--- src/rtl/keypad_pkg.sv ---
// -----------------------------------------------------------------------------
// keypad_pkg
//   Shared definitions for the keypad matrix scanner:
//     scan_state_t : debounce FSM states (IDLE, DEB_PRESS, PRESSED, DEB_REL)
//     NO_KEY       : key code meaning "no key"; never emitted as an event
//     code_of()    : row/column to key code, row*cols + col + 1
// -----------------------------------------------------------------------------
package keypad_pkg;

   typedef enum logic [1:0] {
      IDLE      = 2'd0,
      DEB_PRESS = 2'd1,
      PRESSED   = 2'd2,
      DEB_REL   = 2'd3
   } scan_state_t;

   localparam int unsigned NO_KEY = 32'd0;

   // Codes start at 1 so that 0 can mean "no key".
   function automatic int unsigned code_of(input int unsigned row,
                                           input int unsigned col,
                                           input int unsigned cols);
      code_of = row * cols + col + 32'd1;
   endfunction

endpackage

--- src/rtl/keypad_scan_tick.sv ---
// -----------------------------------------------------------------------------
// keypad_scan_tick
//   Row-slot divider and one-hot row rotator.
//   Ports:
//     sys_clk   in   clock
//     sys_rst   in   synchronous active-high reset
//     row_out   out  ROWS one-hot row strobe (bit0 = row 0, row 0 after reset)
//     tick      out  high on the last sys_clk cycle of each SCAN_DIV slot
//     frame_end out  tick of the last row (completes a scan frame)
// -----------------------------------------------------------------------------
module keypad_scan_tick #(
   parameter int ROWS     = 4,
   parameter int SCAN_DIV = 1000
) (
   input  logic            sys_clk,
   input  logic            sys_rst,
   output logic [ROWS-1:0] row_out,
   output logic            tick,
   output logic            frame_end
);

   localparam int               DIV_W    = $clog2(SCAN_DIV);
   localparam logic [DIV_W-1:0] DIV_LAST = DIV_W'(SCAN_DIV - 1);

   logic [DIV_W-1:0] div_r;
   logic [ROWS-1:0]  row_r;
   logic             tick_s;

   // Slot ends when the divider reaches its last count.
   always_comb begin
      tick_s = (div_r == DIV_LAST);
   end

   // Slot divider: counts 0..SCAN_DIV-1 and wraps.
   always_ff @(posedge sys_clk) begin
      if (sys_rst) begin
         div_r <= '0;
      end else if (tick_s) begin
         div_r <= '0;
      end else begin
         div_r <= div_r + DIV_W'(1);
      end
   end

   // Row strobe: rotate left at the end of each slot, last row wraps to row 0.
   always_ff @(posedge sys_clk) begin
      if (sys_rst) begin
         row_r <= ROWS'(1);
      end else if (tick_s) begin
         row_r <= {row_r[ROWS-2:0], row_r[ROWS-1]};
      end else begin
         row_r <= row_r;
      end
   end

   assign row_out   = row_r;
   assign tick      = tick_s;
   assign frame_end = tick_s & row_r[ROWS-1];

endmodule

--- src/rtl/keypad_matrix_scanner.sv ---
// -----------------------------------------------------------------------------
// keypad_matrix_scanner
//   Scans a ROWS x COLS key matrix, debounces over whole scan frames, rejects
//   multi-key frames and emits one key-code event per press on valid/ready.
//   Ports:
//     sys_clk    in   clock
//     sys_rst    in   synchronous active-high reset
//     row_out    out  one-hot row strobe
//     col_in     in   column sense for the strobed row (pre-synchronised)
//     key_valid  out  event pending
//     key_ready  in   consumer accepts when key_valid && key_ready
//     key_code   out  event code row*COLS+col+1
//     key_held   out  code of the currently accepted key, 0 when none
//     overflow   out  sticky: an event was dropped while one was pending
//   Build option: KEYPAD_REPEAT_EN adds auto-repeat every REPEAT_FRAMES frames
//   while a key stays pressed.
// -----------------------------------------------------------------------------
module keypad_matrix_scanner
   import keypad_pkg::*;
#(
   parameter  int ROWS          = 4,
   parameter  int COLS          = 3,
   parameter  int SCAN_DIV      = 1000,
   parameter  int DEBOUNCE      = 3,
   parameter  int REPEAT_FRAMES = 50,
   localparam int CODE_W        = $clog2(ROWS * COLS + 1)
) (
   input  logic              sys_clk,
   input  logic              sys_rst,
   output logic [ROWS-1:0]   row_out,
   input  logic [COLS-1:0]   col_in,
   output logic              key_valid,
   input  logic              key_ready,
   output logic [CODE_W-1:0] key_code,
   output logic [CODE_W-1:0] key_held,
   output logic              overflow
);

   localparam int                NKEYS    = ROWS * COLS;
   localparam int                CNT_W    = $clog2(DEBOUNCE + 1);
   localparam logic [CNT_W-1:0]  DEB_LAST = CNT_W'(DEBOUNCE - 1);
   localparam logic [CODE_W-1:0] NO_KEY_C = CODE_W'(NO_KEY);

   // Configuration sanity check at elaboration.
   if (ROWS < 2 || COLS < 1 || SCAN_DIV < 2 || DEBOUNCE < 1 || REPEAT_FRAMES < 1) begin : g_bad_cfg
      $error("keypad_matrix_scanner: illegal parameter set");
   end

   logic                  tick_s;
   logic                  frame_end_s;
   logic [(ROWS-1)*COLS-1:0] frame_r;
   logic [NKEYS-1:0]      frame_s;
   logic                  found_s;
   logic                  multi_s;
   logic [CODE_W-1:0]     hit_s;
   logic [CODE_W-1:0]     cand_s;
   scan_state_t           state_r, state_n;
   logic [CNT_W-1:0]      cnt_r, cnt_n;
   logic [CODE_W-1:0]     hold_r, hold_n;
   logic                  ev_s;
   logic [CODE_W-1:0]     ev_code_s;
   logic                  key_valid_r;
   logic [CODE_W-1:0]     key_code_r;
   logic [CODE_W-1:0]     key_held_r;
   logic                  overflow_r;
`ifdef KEYPAD_REPEAT_EN
   localparam int               RF_W    = $clog2(REPEAT_FRAMES + 1);
   localparam logic [RF_W-1:0]  RF_LAST = RF_W'(REPEAT_FRAMES - 1);
   logic [RF_W-1:0]             rep_r, rep_n;
`endif

   keypad_scan_tick #(
      .ROWS     (ROWS),
      .SCAN_DIV (SCAN_DIV)
   ) u_scan_tick (
      .sys_clk   (sys_clk),
      .sys_rst   (sys_rst),
      .row_out   (row_out),
      .tick      (tick_s),
      .frame_end (frame_end_s)
   );

   // Frame buffer: capture columns of every row except the last; the last row
   // is taken live from col_in on the frame-end tick.
   always_ff @(posedge sys_clk) begin
      if (sys_rst) begin
         frame_r <= '0;
      end else begin
         for (int r = 0; r < ROWS - 1; r++) begin
            if (tick_s && row_out[r]) begin
               frame_r[r*COLS +: COLS] <= col_in;
            end else begin
               frame_r[r*COLS +: COLS] <= frame_r[r*COLS +: COLS];
            end
         end
      end
   end

   // Frame decode: exactly one contact gives its code, none or several give NO_KEY.
   always_comb begin
      frame_s = {col_in, frame_r};
      found_s = 1'b0;
      multi_s = 1'b0;
      hit_s   = NO_KEY_C;
      for (int k = 0; k < NKEYS; k++) begin
         multi_s = multi_s | (found_s & frame_s[k]);
         hit_s   = (frame_s[k] & ~found_s) ? CODE_W'(code_of(k / COLS, k % COLS, COLS)) : hit_s;
         found_s = found_s | frame_s[k];
      end
      if (found_s && !multi_s) begin
         cand_s = hit_s;
      end else begin
         cand_s = NO_KEY_C;
      end
   end

   // Debounce FSM next state; only frame ends move it.
   always_comb begin
      state_n   = state_r;
      cnt_n     = cnt_r;
      hold_n    = hold_r;
      ev_s      = 1'b0;
      ev_code_s = hold_r;
`ifdef KEYPAD_REPEAT_EN
      rep_n     = rep_r;
`endif
      if (frame_end_s) begin
         case (state_r)
            IDLE: begin
               if (cand_s != NO_KEY_C) begin
                  hold_n = cand_s;
                  if (DEBOUNCE == 1) begin
                     state_n   = PRESSED;
                     ev_s      = 1'b1;
                     ev_code_s = cand_s;
                  end else begin
                     state_n = DEB_PRESS;
                     cnt_n   = CNT_W'(1);
                  end
               end else begin
                  state_n = IDLE;
               end
            end
            DEB_PRESS: begin
               if (cand_s == hold_r) begin
                  if (cnt_r == DEB_LAST) begin
                     state_n = PRESSED;
                     cnt_n   = '0;
                     ev_s    = 1'b1;
                  end else begin
                     cnt_n = cnt_r + CNT_W'(1);
                  end
               end else begin
                  state_n = IDLE;
                  cnt_n   = '0;
               end
            end
            PRESSED: begin
               if (cand_s == hold_r) begin
                  state_n = PRESSED;
`ifdef KEYPAD_REPEAT_EN
                  if (rep_r == RF_LAST) begin
                     rep_n = '0;
                     ev_s  = 1'b1;
                  end else begin
                     rep_n = rep_r + RF_W'(1);
                  end
`endif
               end else if (DEBOUNCE == 1) begin
                  state_n = IDLE;
               end else begin
                  state_n = DEB_REL;
                  cnt_n   = CNT_W'(1);
               end
            end
            DEB_REL: begin
               if (cand_s == hold_r) begin
                  state_n = PRESSED;
                  cnt_n   = '0;
               end else if (cnt_r == DEB_LAST) begin
                  state_n = IDLE;
                  cnt_n   = '0;
               end else begin
                  cnt_n = cnt_r + CNT_W'(1);
               end
            end
            default: begin
               state_n = IDLE;
               cnt_n   = '0;
            end
         endcase
      end else begin
         state_n = state_r;
      end
`ifdef KEYPAD_REPEAT_EN
      // Repeat spacing restarts whenever PRESSED is left.
      if (state_n != PRESSED) begin
         rep_n = '0;
      end else begin
         rep_n = rep_n;
      end
`endif
   end

   // FSM state, debounce counter, held code and its registered output.
   always_ff @(posedge sys_clk) begin
      if (sys_rst) begin
         state_r    <= IDLE;
         cnt_r      <= '0;
         hold_r     <= NO_KEY_C;
         key_held_r <= NO_KEY_C;
      end else begin
         state_r    <= state_n;
         cnt_r      <= cnt_n;
         hold_r     <= hold_n;
         key_held_r <= (state_n == PRESSED || state_n == DEB_REL) ? hold_n : NO_KEY_C;
      end
   end

`ifdef KEYPAD_REPEAT_EN
   // Auto-repeat frame counter.
   always_ff @(posedge sys_clk) begin
      if (sys_rst) begin
         rep_r <= '0;
      end else begin
         rep_r <= rep_n;
      end
   end
`endif

   // Event handshake: a new event loads if the slot is free or being accepted
   // this cycle; otherwise it is dropped and overflow sticks.
   always_ff @(posedge sys_clk) begin
      if (sys_rst) begin
         key_valid_r <= 1'b0;
         key_code_r  <= NO_KEY_C;
         overflow_r  <= 1'b0;
      end else if (ev_s) begin
         if (!key_valid_r || key_ready) begin
            key_valid_r <= 1'b1;
            key_code_r  <= ev_code_s;
         end else begin
            overflow_r  <= 1'b1;
         end
      end else if (key_valid_r && key_ready) begin
         key_valid_r <= 1'b0;
      end else begin
         key_valid_r <= key_valid_r;
      end
   end

   assign key_valid = key_valid_r;
   assign key_code  = key_code_r;
   assign key_held  = key_held_r;
   assign overflow  = overflow_r;

endmodule

--- config.mk ---
export PLATFORM = sky130hd
export DESIGN_NAME = keypad_matrix_scanner
export DESIGN_NICKNAME = d
export VERILOG_FILES = /design/src/rtl/keypad_pkg.sv /design/src/rtl/keypad_scan_tick.sv /design/src/rtl/keypad_matrix_scanner.sv
export SDC_FILE = /design/constraint.sdc
export NUM_CORES = 1
export LEC_CHECK = 0
export BUFFER_PORTS_ARGS = -buffer_cell sky130_fd_sc_hd__buf_2
export CORE_MARGIN = 4
export CORE_UTILIZATION = 44
export DETAILED_ROUTE_END_ITERATION = 6
export PLACE_DENSITY = 0.68
export SLEW_MARGIN = 40
export SYNTH_ARGS = -nofsm -noshare
export SYNTH_HDL_FRONTEND = slang
export SYNTH_HIERARCHICAL = 1
export SYNTH_SLANG_ARGS = --single-unit
--- constraint.sdc ---
create_clock -name sys_clk -period 3.1 [get_ports sys_clk]
set_input_delay 0 -clock sys_clk [delete_from_list [all_inputs] [get_ports sys_clk]]
set_output_delay 0 -clock sys_clk [all_outputs]
set_load 0.03 [all_outputs]
=== After elaboration in Yosys (flattened, before gate mapping) ===
Cells that the tools add are included.
W data, S select, Z words.

* Equality and inequality tests: 11
* Add/subtract/negate cells: 2
* Multiplexer cells: 37
* Reduce and logical (&&, ||, !) cells: 18
* Bitwise operators: 57

{| class="wikitable"
|+ Operator list
! operator !! count
|-
| $mux W4 || 9
|-
| $mux W2 || 12
|-
| $and A1 B1 Y1 || 23
|-
| $or A1 B1 Y1 || 21
|-
| $pmux W2 S4 || 2
|-
| $not A1 Y1 || 13
|-
| $mux W3 || 4
|-
| $add A10 B1 Y10 const B || 1
|-
| $eq A10 B10 Y1 const B || 1
|-
| $eq A2 B2 Y1 const B || 5
|-
| $mux W1 || 10
|-
| $reduce_and A2 Y1 || 3
|-
| $logic_and A1 B1 Y1 || 5
|-
| $eq A4 B4 Y1 || 1
|-
| $ne A2 B2 Y1 const B || 2
|-
| $reduce_bool A4 Y1 || 1
|-
| $reduce_or A2 Y1 || 2
|-
| $reduce_and A3 Y1 || 1
|-
| $add A2 B1 Y2 const B || 1
|-
| $eq A2 B1 Y1 const B || 1
|-
| $logic_not A1 Y1 || 2
|-
| $logic_not A2 Y1 || 1
|-
| $logic_or A1 B1 Y1 || 2
|-
| $ne A2 B1 Y1 const B || 1
|-
| $reduce_bool A2 Y1 || 1
|}

* Flip-flop bits (word level): 41
* Output and inout bits: 14
* Logic and storage cells: 137
* Input port bits: 6

=== Longest topological paths before layout ===
Gate-level depths: netlist (run 1).

* Word-level depth: 23
* Gate-level depth with buffers: 11
* Mapped depth without buffers: 8

=== By module ===
The synthesis (run 1) kept the hierarchy.

{| class="wikitable"
|+ Modules (own cells, without submodules)
! module !! instances !! cells each !! sequential area each (um2) !! area an instance (um2)
|-
| keypad_matrix_scanner || 1 || 192 || 540.5 || 1521.5
|-
| keypad_scan_tick || 1 || 67 || 280.3 || 628.1
|}

=== Worst setup path before layout (run 1) ===
No wires, ideal clock.

* Path kind: register to register
* Start point: register frame_r[1]
* End point: register cnt_r[0]
* Path slack: 0.464 ns
* Path buffers: 1
* Data required time: 3.040 ns
* Library setup time: 0.060 ns
* Stages on the path, launching flop included: 10
* Clock period less this slack: 2.636 ns
* Arrival time: 2.575 ns
* Cell sequence: dfxtp_1 buf_6 or4_4 nor4b_4 o21bai_1 a31oi_1 a211o_1 or4_4 a211oi_2 o221a_1

* Longest elaborated chain between the ends: 18
* Elaborated cells on any way between the ends: 75
* Classes of those cells: 3 x eq/ne; 15 x mux; 53 x bitwise; 4 x reduce/logical

{| class="wikitable"
|+ RTL lines
! what !! line !! text
|-
| start: declaration || keypad_matrix_scanner.sv:51 || <nowiki>logic [(ROWS-1)*COLS-1:0] frame_r;</nowiki>
|-
| start signal: indexed assignment || keypad_matrix_scanner.sv:91 || <nowiki>frame_r[r*COLS +: COLS] <= col_in;</nowiki>
|-
| start signal: indexed assignment || keypad_matrix_scanner.sv:93 || <nowiki>frame_r[r*COLS +: COLS] <= frame_r[r*COLS +: COLS];</nowiki>
|-
| $or A1 B1 Y1 || keypad_matrix_scanner.sv:108 || <nowiki>found_s = found_s | frame_s[k];</nowiki>
|-
| $and A1 B1 Y1 / $or A1 B1 Y1 (equally long branches) || keypad_matrix_scanner.sv:106, keypad_matrix_scanner.sv:108 ||
|-
| $or A1 B1 Y1 (tied with other cells) (8 in a row) || keypad_matrix_scanner.sv:106 || <nowiki>multi_s = multi_s | (found_s & frame_s[k]);</nowiki>
|-
| $or A1 B1 Y1 / $and A1 B1 Y1 (equally long branches) || keypad_matrix_scanner.sv:106 ||
|-
| $or A1 B1 Y1 || keypad_matrix_scanner.sv:106 ||
|-
| $logic_not A1 Y1 || keypad_matrix_scanner.sv:110 || <nowiki>if (found_s && !multi_s) begin</nowiki>
|-
| $logic_and A1 B1 Y1 || keypad_matrix_scanner.sv:110 ||
|-
| $mux W4 (*) || keypad_matrix_scanner.sv:110 ||
|-
| $eq A4 B4 Y1 / $reduce_bool A4 Y1 (equally long branches) || -- ||
|-
| $mux W2 (tied with other cells) || keypad_matrix_scanner.sv:177 || <nowiki>if (cand_s == hold_r) begin</nowiki>
|-
| $pmux W2 S4 / $reduce_and A3 Y1 (equally long branches) || -- ||
|-
| end signal: assignment || keypad_matrix_scanner.sv:214 || <nowiki>cnt_r <= cnt_n;</nowiki>
|-
| end: declaration || keypad_matrix_scanner.sv:58 || <nowiki>logic [CNT_W-1:0] cnt_r, cnt_n;</nowiki>
|}

Mark *: on every way between the ends. The rest lies on a longest branch, timed or not.
A chain may end at the register's enable or synchronous reset.

=== Worst setup path after layout (run 1) ===
* Start point: register frame_r[1]
* End point: register key_code_r[3], in the netlist key_code[3]

* Longest elaborated chain between the ends: 20
* Elaborated cells on any way between the ends: 72
* Classes of those cells: 1 x eq/ne; 15 x mux; 53 x bitwise; 3 x reduce/logical

{| class="wikitable"
|+ RTL lines
! what !! line !! text
|-
| $or A1 B1 Y1 || keypad_matrix_scanner.sv:108 ||
|-
| $and A1 B1 Y1 / $or A1 B1 Y1 (equally long branches) || keypad_matrix_scanner.sv:106, keypad_matrix_scanner.sv:108 ||
|-
| $or A1 B1 Y1 (tied with other cells) (8 in a row) || keypad_matrix_scanner.sv:106 ||
|-
| $or A1 B1 Y1 / $and A1 B1 Y1 (equally long branches) || keypad_matrix_scanner.sv:106 ||
|-
| $or A1 B1 Y1 || keypad_matrix_scanner.sv:106 ||
|-
| $logic_not A1 Y1 || keypad_matrix_scanner.sv:110 ||
|-
| $logic_and A1 B1 Y1 || keypad_matrix_scanner.sv:110 ||
|-
| $mux W4 (*) || keypad_matrix_scanner.sv:110 ||
|-
| $eq A4 B4 Y1 (*) || keypad_matrix_scanner.sv:145 || <nowiki>if (cand_s == hold_r) begin</nowiki>
|-
| $mux W1 (*) || keypad_matrix_scanner.sv:145 ||
|-
| $mux W1 (*) || keypad_matrix_scanner.sv:128 || <nowiki>case (state_r)</nowiki>
|-
| $mux W1 (*) || keypad_matrix_scanner.sv:127 || <nowiki>if (frame_end_s) begin</nowiki>
|-
| $reduce_and A2 Y1 (no line) (*) || -- ||
|-
| end signal: assignment || keypad_matrix_scanner.sv:241 || <nowiki>key_code_r <= ev_code_s;</nowiki>
|-
| end: declaration || keypad_matrix_scanner.sv:63 || <nowiki>logic [CODE_W-1:0] key_code_r;</nowiki>
|}

Marked as above.

==> metrics, run 1 <==
crit-path max FO=9; register area=821 µm²; via count=between 1500 and 2000; crit-path cells=or4_4, nor4b_4, o21bai_1, a31oi_1, a211o_1, nor3_2, and3b_1, mux2i_1; Pleak=0.900 nW; DRC=0; Root Buffer=clkbuf_8; largest family of logic cells by synthesized area=simple AND/OR/NAND/NOR gates; Post-CTS Resized=0; Cell Area, Synth=around 2100 µm²; ANT nets after route=0; PortBufs=19; placed insts=333; Final Power=0.00104 W; hold depth=3; largest net degree at the start of global routing=37; GR Util met2=25.0%; die width=77.9 µm; Post CTS Setup Buffer Count=0; logic gate share of total power=5.7%; initial antenna violation count=0; Fin. Hold Viols=0; pwr/cell area=approximately 430 nW/µm²; Largest stage delay, worst path=between 0.5 and 0.6 ns; clock latency on the worst-skew pair=0.29 ns; flop2flop setup slack=between 0.2 and 0.3 ns; post-synthesis sequential area ratio=38.2%; fin crit share=about nine tenths; Slowest cell on crit path=or4_4; RSZ-0062 raised after global routing=false; remaining global-route overflow=0; core area=4720 µm²; hold crit path type=in2reg; gp weighted congestion=0.902; drt total wl=4.48 mm; die area=6070 µm²; die height=just under 80 µm; Final #Nets=280; Worst R2R Start=frame_r[1]; element type at the critical path end=flip-flop; Cells after Synth=259; Sw Ratio=a little over a fifth; adder-cell share of the synthesized area=1.05%; layout cells sized above 1=14.2%; clock power share=42.2%; Post-synth EDFFs=0; H-tree depth=2; Post-Layout Cell Count=341; I/O pins=20; Final HPWL DP=between 3 and 4 mm; post-synthesis simple-gate area fraction=between 30% and 40%; initial core utilization=45.5%; M1 GR Usage=20.3%; CP Class=reg2reg; R2R cell count=8; Pins Over Slew Limit=0; initial detailed-routing violation count=140; first-pass GRT wire length=between 7 and 8 mm; total negative setup slack=0 ns; Post-DP Area=~2300 µm²; met3 global-route usage=3.83%; Startpoint Class=flip-flop; Reg clk slew, reported paths=0.08 ns; hold buffers post-CTS=0; Internal=0.000818 W; sequential share of power=52.1%; CTS sink count=a little over 40; Hold Path Origin=col_in[0]; Seq cells post-synth=between 40 and 50; Clock Tree Buf Depth=2; Rows=25; status=complete, no violations; vias in the first global route=~1800; Max-Cap Viols=0; TritonCTS clock tree=done; hold endpoint=frame_r[3]; n_diodes=0; Worst EP arrival=3.07 ns; fill count=474; Worst Tran Pin Value=between 0.6 and 0.7 ns; Syn. warnings=6; Compound-Gate Fraction of Synth Area=16.7%; Synth Flop Type=dfxtp_1; Final Instance Area=about 2400 µm²; WL/cell=between 10 and 15 µm; Distinct cells, synth=59; Most Used Layer, Global Route=met2; FMAX=0.351 GHz; Multi-input gate area=1230 µm²; Total GRT Usage=15.7%; maximum VDD drop=about 0.00035 V; Critical R2R Capture=key_code[3]; asr flop ratio synth=0%; CP required=3.32 ns; drt first pass iters=4; Final min period=2.85 ns; Post-Synth XOR/XNOR Area=2.44%; total CTS buffers=5; mux contribution to synthesized area=4.66%; mean post-synth cell area=8.30 µm²; setup violators final=0; Syn-to-layout area delta=10.7%; via/cell ratio=around 5.6; Rel. slew slack=approximately 59%; Mapped Nets=266; sw power=0.000217 W; Clock Skews=0.00425 ns
==> cells in the final DEF, fill, tap and decap left out, types with 6 or more instances in the layout <==
cell type  netlist  final
inv_1            6      6
nand2_1         31     31
clkbuf_8         0      6
o21ai_0          7      7
mux2i_1         10     10
buf_2            4     19
nor3_1          15     15
nor2_1          22     22
dfxtp_1         41     41
a21oi_1         20     20
nand3_1         17     17
==> worst max-delay path, delay by kind of cell (launching register included) <==
| kind | cells | cell delay (ns) |
|---|---|---|
| and+or+nand+nor | 4 | 1.50 |
| muxes | 1 | 0.21 |
| DFF | 1 | 0.40 |
| AOI/OAI and AO/OA | 3 | 0.68 |
==> final cells by class <==
type                    count  area share, %
well taps                  67           3.52
clock buffers               7           3.63
clock inverters             1           1.26
multi-input cells         198           51.5
flip-flops and latches     41           34.5
repair buffers             21           4.63
inverters                   6          0.946
==> power by group through the flow <==
stage / registers (W) / clock network [W] / logic, W
floorplan: 0.000550 / 0 / 0.0000472
global placement: 0.000551 / 0 / 0.0000583
detailed placement: 0.000551 / 0 / 0.0000588
CTS: 0.000539 / 0.000451 / 0.0000590
global route: 0.000540 / 0.000476 / 0.0000663
finish: 0.000539 / 0.000437 / 0.0000594
==> cells by family (layout without fill, tap and decap cells) <==
| group | after synthesis | count (layout) |
|---|---|---|
| fa+ha+maj | 2 | 2 |
| flops | 41 | 41 |
| simple gates | 125 | 125 |
| compound gates | 55 | 55 |
| mux | 10 | 10 |
| buf+inv | 20 | 35 |
| xor+xnor | 6 | 6 |
==> metrics by stage <==
step | utilization (%) | setup WS, ns | hold WS [ns]
2_1_floorplan | - | 0.464 | 0.0761
3_3_place_gp | 47.9 | 0.334 | 0.354
3_5_place_dp | 47.9 | 0.283 | 0.355
4_1_cts | 50.4 | 0.257 | 0.0485
5_1_grt | 50.4 | 0.0432 | 0.0603
6_report | 50.4 | 0.253 | 0.0628
==> how the worst max path moves through the flow <==
stage                          start     endpoint  slack (ns)  cells after the start
after floorplan           frame_r[1]     cnt_r[0]        0.46                      9
after global placement    frame_r[0]  key_code[3]        0.33                      8
after detailed placement  frame_r[0]  key_code[1]        0.28                      8
after CTS                 frame_r[0]  key_code[3]        0.26                      8
after global routing      frame_r[0]  key_code[3]        0.04                      8
final                     frame_r[1]  key_code[3]        0.25                      8
==> layer usage <==
metal | part of all wire [%] | vias to the layer above
met4 | 0.98 | 0
met5 | 0 | -
met1 | 48 | 864
li1 | - | 977
met3 | 4.8 | 4
met2 | 46 | 49
==> state kept, by name, indices dropped and copies added (netlist names), 2 cells and up <==
register and flops:
u_scan_tick/div_r 10, frame_r 9, ev_code_s 4, key_code 4, key_held 4, u_scan_tick/row_out 4, cnt_r 2, state_r 2
==> Yosys cell counts (all sizes together) (3+ instances only) <==
cell type   n  area share, %
dfxtp      41             38
nand2      31            5.4
nor2       22            3.8
a21oi      20            4.7
nand3      18            4.4
nor3       16            4.0
mux2i      10            4.7
buf         7            2.5
clkbuf      7            1.2
o21ai       7            1.6
inv         6            1.0
nor4        5            1.7
a211oi      4            1.6
nand4       4            1.2
a22oi       3            1.0
a31oi       3           0.87
nor3b       3            1.6
or2         3           0.87
or3         3           0.87
or4         3            1.4
xnor2       3            1.2
xor2        3            1.2
Power figures use the tool's default switching activity.
==> run 2, diff against run 1 <==
--- a/config.mk
+++ b/config.mk
@@ -9,7 +9,6 @@
 export CORE_MARGIN = 4
 export CORE_UTILIZATION = 44
 export DETAILED_ROUTE_END_ITERATION = 6
-export PLACE_DENSITY = 0.68
 export SLEW_MARGIN = 40
 export SYNTH_ARGS = -nofsm -noshare
 export SYNTH_HDL_FRONTEND = slang
==> run 2 against run 1 <==
Against the previous run:
- clock skew increased by 0.00091 ns
- combinational power is 6.1% higher
- clock power shrank 22%
- flip-flop and latch count unchanged
- maximum frequency shrank 1.8%
- critical path type unchanged
- critical endpoint is now cnt_r[1]
==> metrics, run 2 (synthesis gave the netlist of run 1 again) <==
initial core utilization=45.5% (unchanged); biggest regs=u_scan_tick/div_r: 10 flops, frame_r: 9 flops; hold crit path type=in2reg; placed insts=334 (+0.30%); max reg flops=10 (unchanged); Hold Path Origin=key_ready; FMAX=0.345 GHz (-1.8%); Root Buffer=clkbuf_8; Pleak=0.888 nW (-1.3%); crit path launch=frame_r[0]; Reg clk slew, reported paths=0.08 ns (about the same); TritonCTS clock tree=done; remaining global-route overflow=0 (unchanged); hold buffers post-CTS=0 (unchanged); WL/cell=13.3 µm (+1.4%); maximum VDD drop=0.000275 V (-21%); Worst Tran Pin Value=0.641 ns (+0.0283 ns); most frequent cells in the layout=dfxtp_1, nand2_1, nor2_1; Internal=0.000716 W (-12%); Syn-to-layout area delta=10.2%; core area=4720 µm² (unchanged); total negative setup slack=0 ns (unchanged); pre-CTS setup slack=0.237 ns (-0.0458 ns); flop2flop setup slack=0.20 ns (-0.05 ns); fin crit share=93.6% (+1.7 points); die width=77.9 µm (unchanged); largest register by flop count=u_scan_tick/div_r; setup violators final=0 (unchanged); via/cell ratio=5.50 (-0.92%); Rows=25 (unchanged); via count=1882 (-0.63%); Post-Layout Cell Count=342 (+0.29%); Sw Ratio=24.2% (+3.3 points); pwr/cell area=399 nW/µm² (-8.3%); Final HPWL DP=3.26 mm (about the same); CP Class=reg2reg; Clock Tree Buf Depth=2 (unchanged); crit-path max FO=8 (-1); Clock Skews=0.00515 ns (+0.000907 ns); sw power=0.000229 W (+5.5%); Worst EP arrival=3.10 ns (+0.03 ns); ANT nets after route=0 (unchanged); Post CTS Setup Buffer Count=0 (unchanged); CTS sink count=41 (unchanged); final worst slack=0.199 ns (-0.0536 ns); die area=6070 µm² (unchanged); H-tree depth=2 (unchanged); Pins Over Slew Limit=0 (unchanged); clock power share=36.3% (-5.9 points); Total GRT Usage=15.9% (+0.25 points); status=complete, no violations; die height=77.9 µm (unchanged); drt total wl=4.56 mm (+1.7%); R2R cell count=8 (unchanged); sequential share of power=57.0% (+4.9 points); DRC=0 (unchanged); Rel. slew slack=57.3% (-1.9 points); Worst R2R Start=frame_r[0]; element type at the critical path end=flip-flop; logic gate share of total power=6.7% (+1.0 points); CP required=3.30 ns (-0.02 ns); layout cells sized above 1=14.9% (+0.68 points); vias in the first global route=1639 (-6.8%); Final #Nets=281 (+0.36%); Critical R2R Capture=cnt_r[1]; clock latency on the worst-skew pair=0.29 ns (about the same); largest net degree at the start of global routing=37 (unchanged); n_diodes=0 (unchanged); initial detailed-routing violation count=102 (-27%); Startpoint Class=flip-flop; I/O pins=20 (unchanged); PortBufs=19 (unchanged); first-pass GRT wire length=7.81 mm (-0.79%); initial antenna violation count=0 (unchanged); gp weighted congestion=0.880 (-2.4%); most common cell after layout, fill and taps aside=dfxtp_1; drt first pass iters=4 (unchanged); Worst Setup EP=cnt_r[1]; total CTS buffers=5 (unchanged); Final min period=2.90 ns (+0.0536 ns); Fin. Hold Viols=0 (unchanged); Max-Cap Viols=0 (unchanged)
## run 2: metal layers
layer  part of all wire, %  routed length (µm)  up-vias  global-route usage [%]
li1                      -                   -      975                       -
met1                    51                2350      861                    22.0
met2                    42                1930       39                    23.7
met3                   4.8                 218        7                    3.94
met4                   1.4                  66        0                    6.12
met5                     0                   0        -                       0
## run 2: cell type report
type                    instances  area [µm²]
well taps                      67        83.8
flip-flops and latches         41         821
clock inverters                 2        15.0
clock buffers                   6        72.6
repair buffers                 22         118
multi-input cells             198        1240
fillers                       468        2350
inverters                       6        22.5
## run 2: how the worst min path moves through the flow
stage	to	slack, ns	cells past startpoint
2_1_floorplan	u_scan_tick/div_r[1]	0.08	1
4_1_cts	key_valid	0.03	4
5_1_grt	frame_r[2]	0.04	3
3_5_place_dp	key_valid	0.35	4
6_report	key_valid	0.05	4
3_3_place_gp	key_valid	0.35	4
## run 2: timing repair
action,in CTS,in global routing
gates resized for setup,0,2
endpoints found under the setup margin,0,6
endpoints found under the hold margin,0,0
## run 2: stage by stage
| step | area (µm²) | hold WS [ns] | utilization (%) | power, W |
|---|---|---|---|---|
| floorplan | 2150 | 0.0761 | - | 0.000597 |
| global placement | 2270 | 0.355 | 48.1 | 0.000612 |
| detailed placement | 2270 | 0.347 | 48.1 | 0.000612 |
| CTS | 2360 | 0.0349 | 49.9 | 0.000958 |
| global route | 2370 | 0.0438 | 50.1 | 0.000992 |
| finish | 2370 | 0.0469 | 50.1 | 0.000945 |
## run 2: power groups by stage
stage / sequential (W) / clock, W / combinational (W)
after global placement: 0.000551 / 0 / 0.0000607
after floorplan: 0.000550 / 0 / 0.0000472
final: 0.000539 / 0.000343 / 0.0000630
after detailed placement: 0.000551 / 0 / 0.0000607
after global routing: 0.000540 / 0.000381 / 0.0000715
after CTS: 0.000539 / 0.000358 / 0.0000608
## run 2: critical path, stage by stage, from the launching register on
cell and delay (ns):
dfxtp_1 0.39, or4_4 0.60, nor4b_4 0.25, o21bai_1 0.19
a31oi_1 0.15, a211o_1 0.38, or4_4 0.43, and2_1 0.18
o32ai_1 0.23
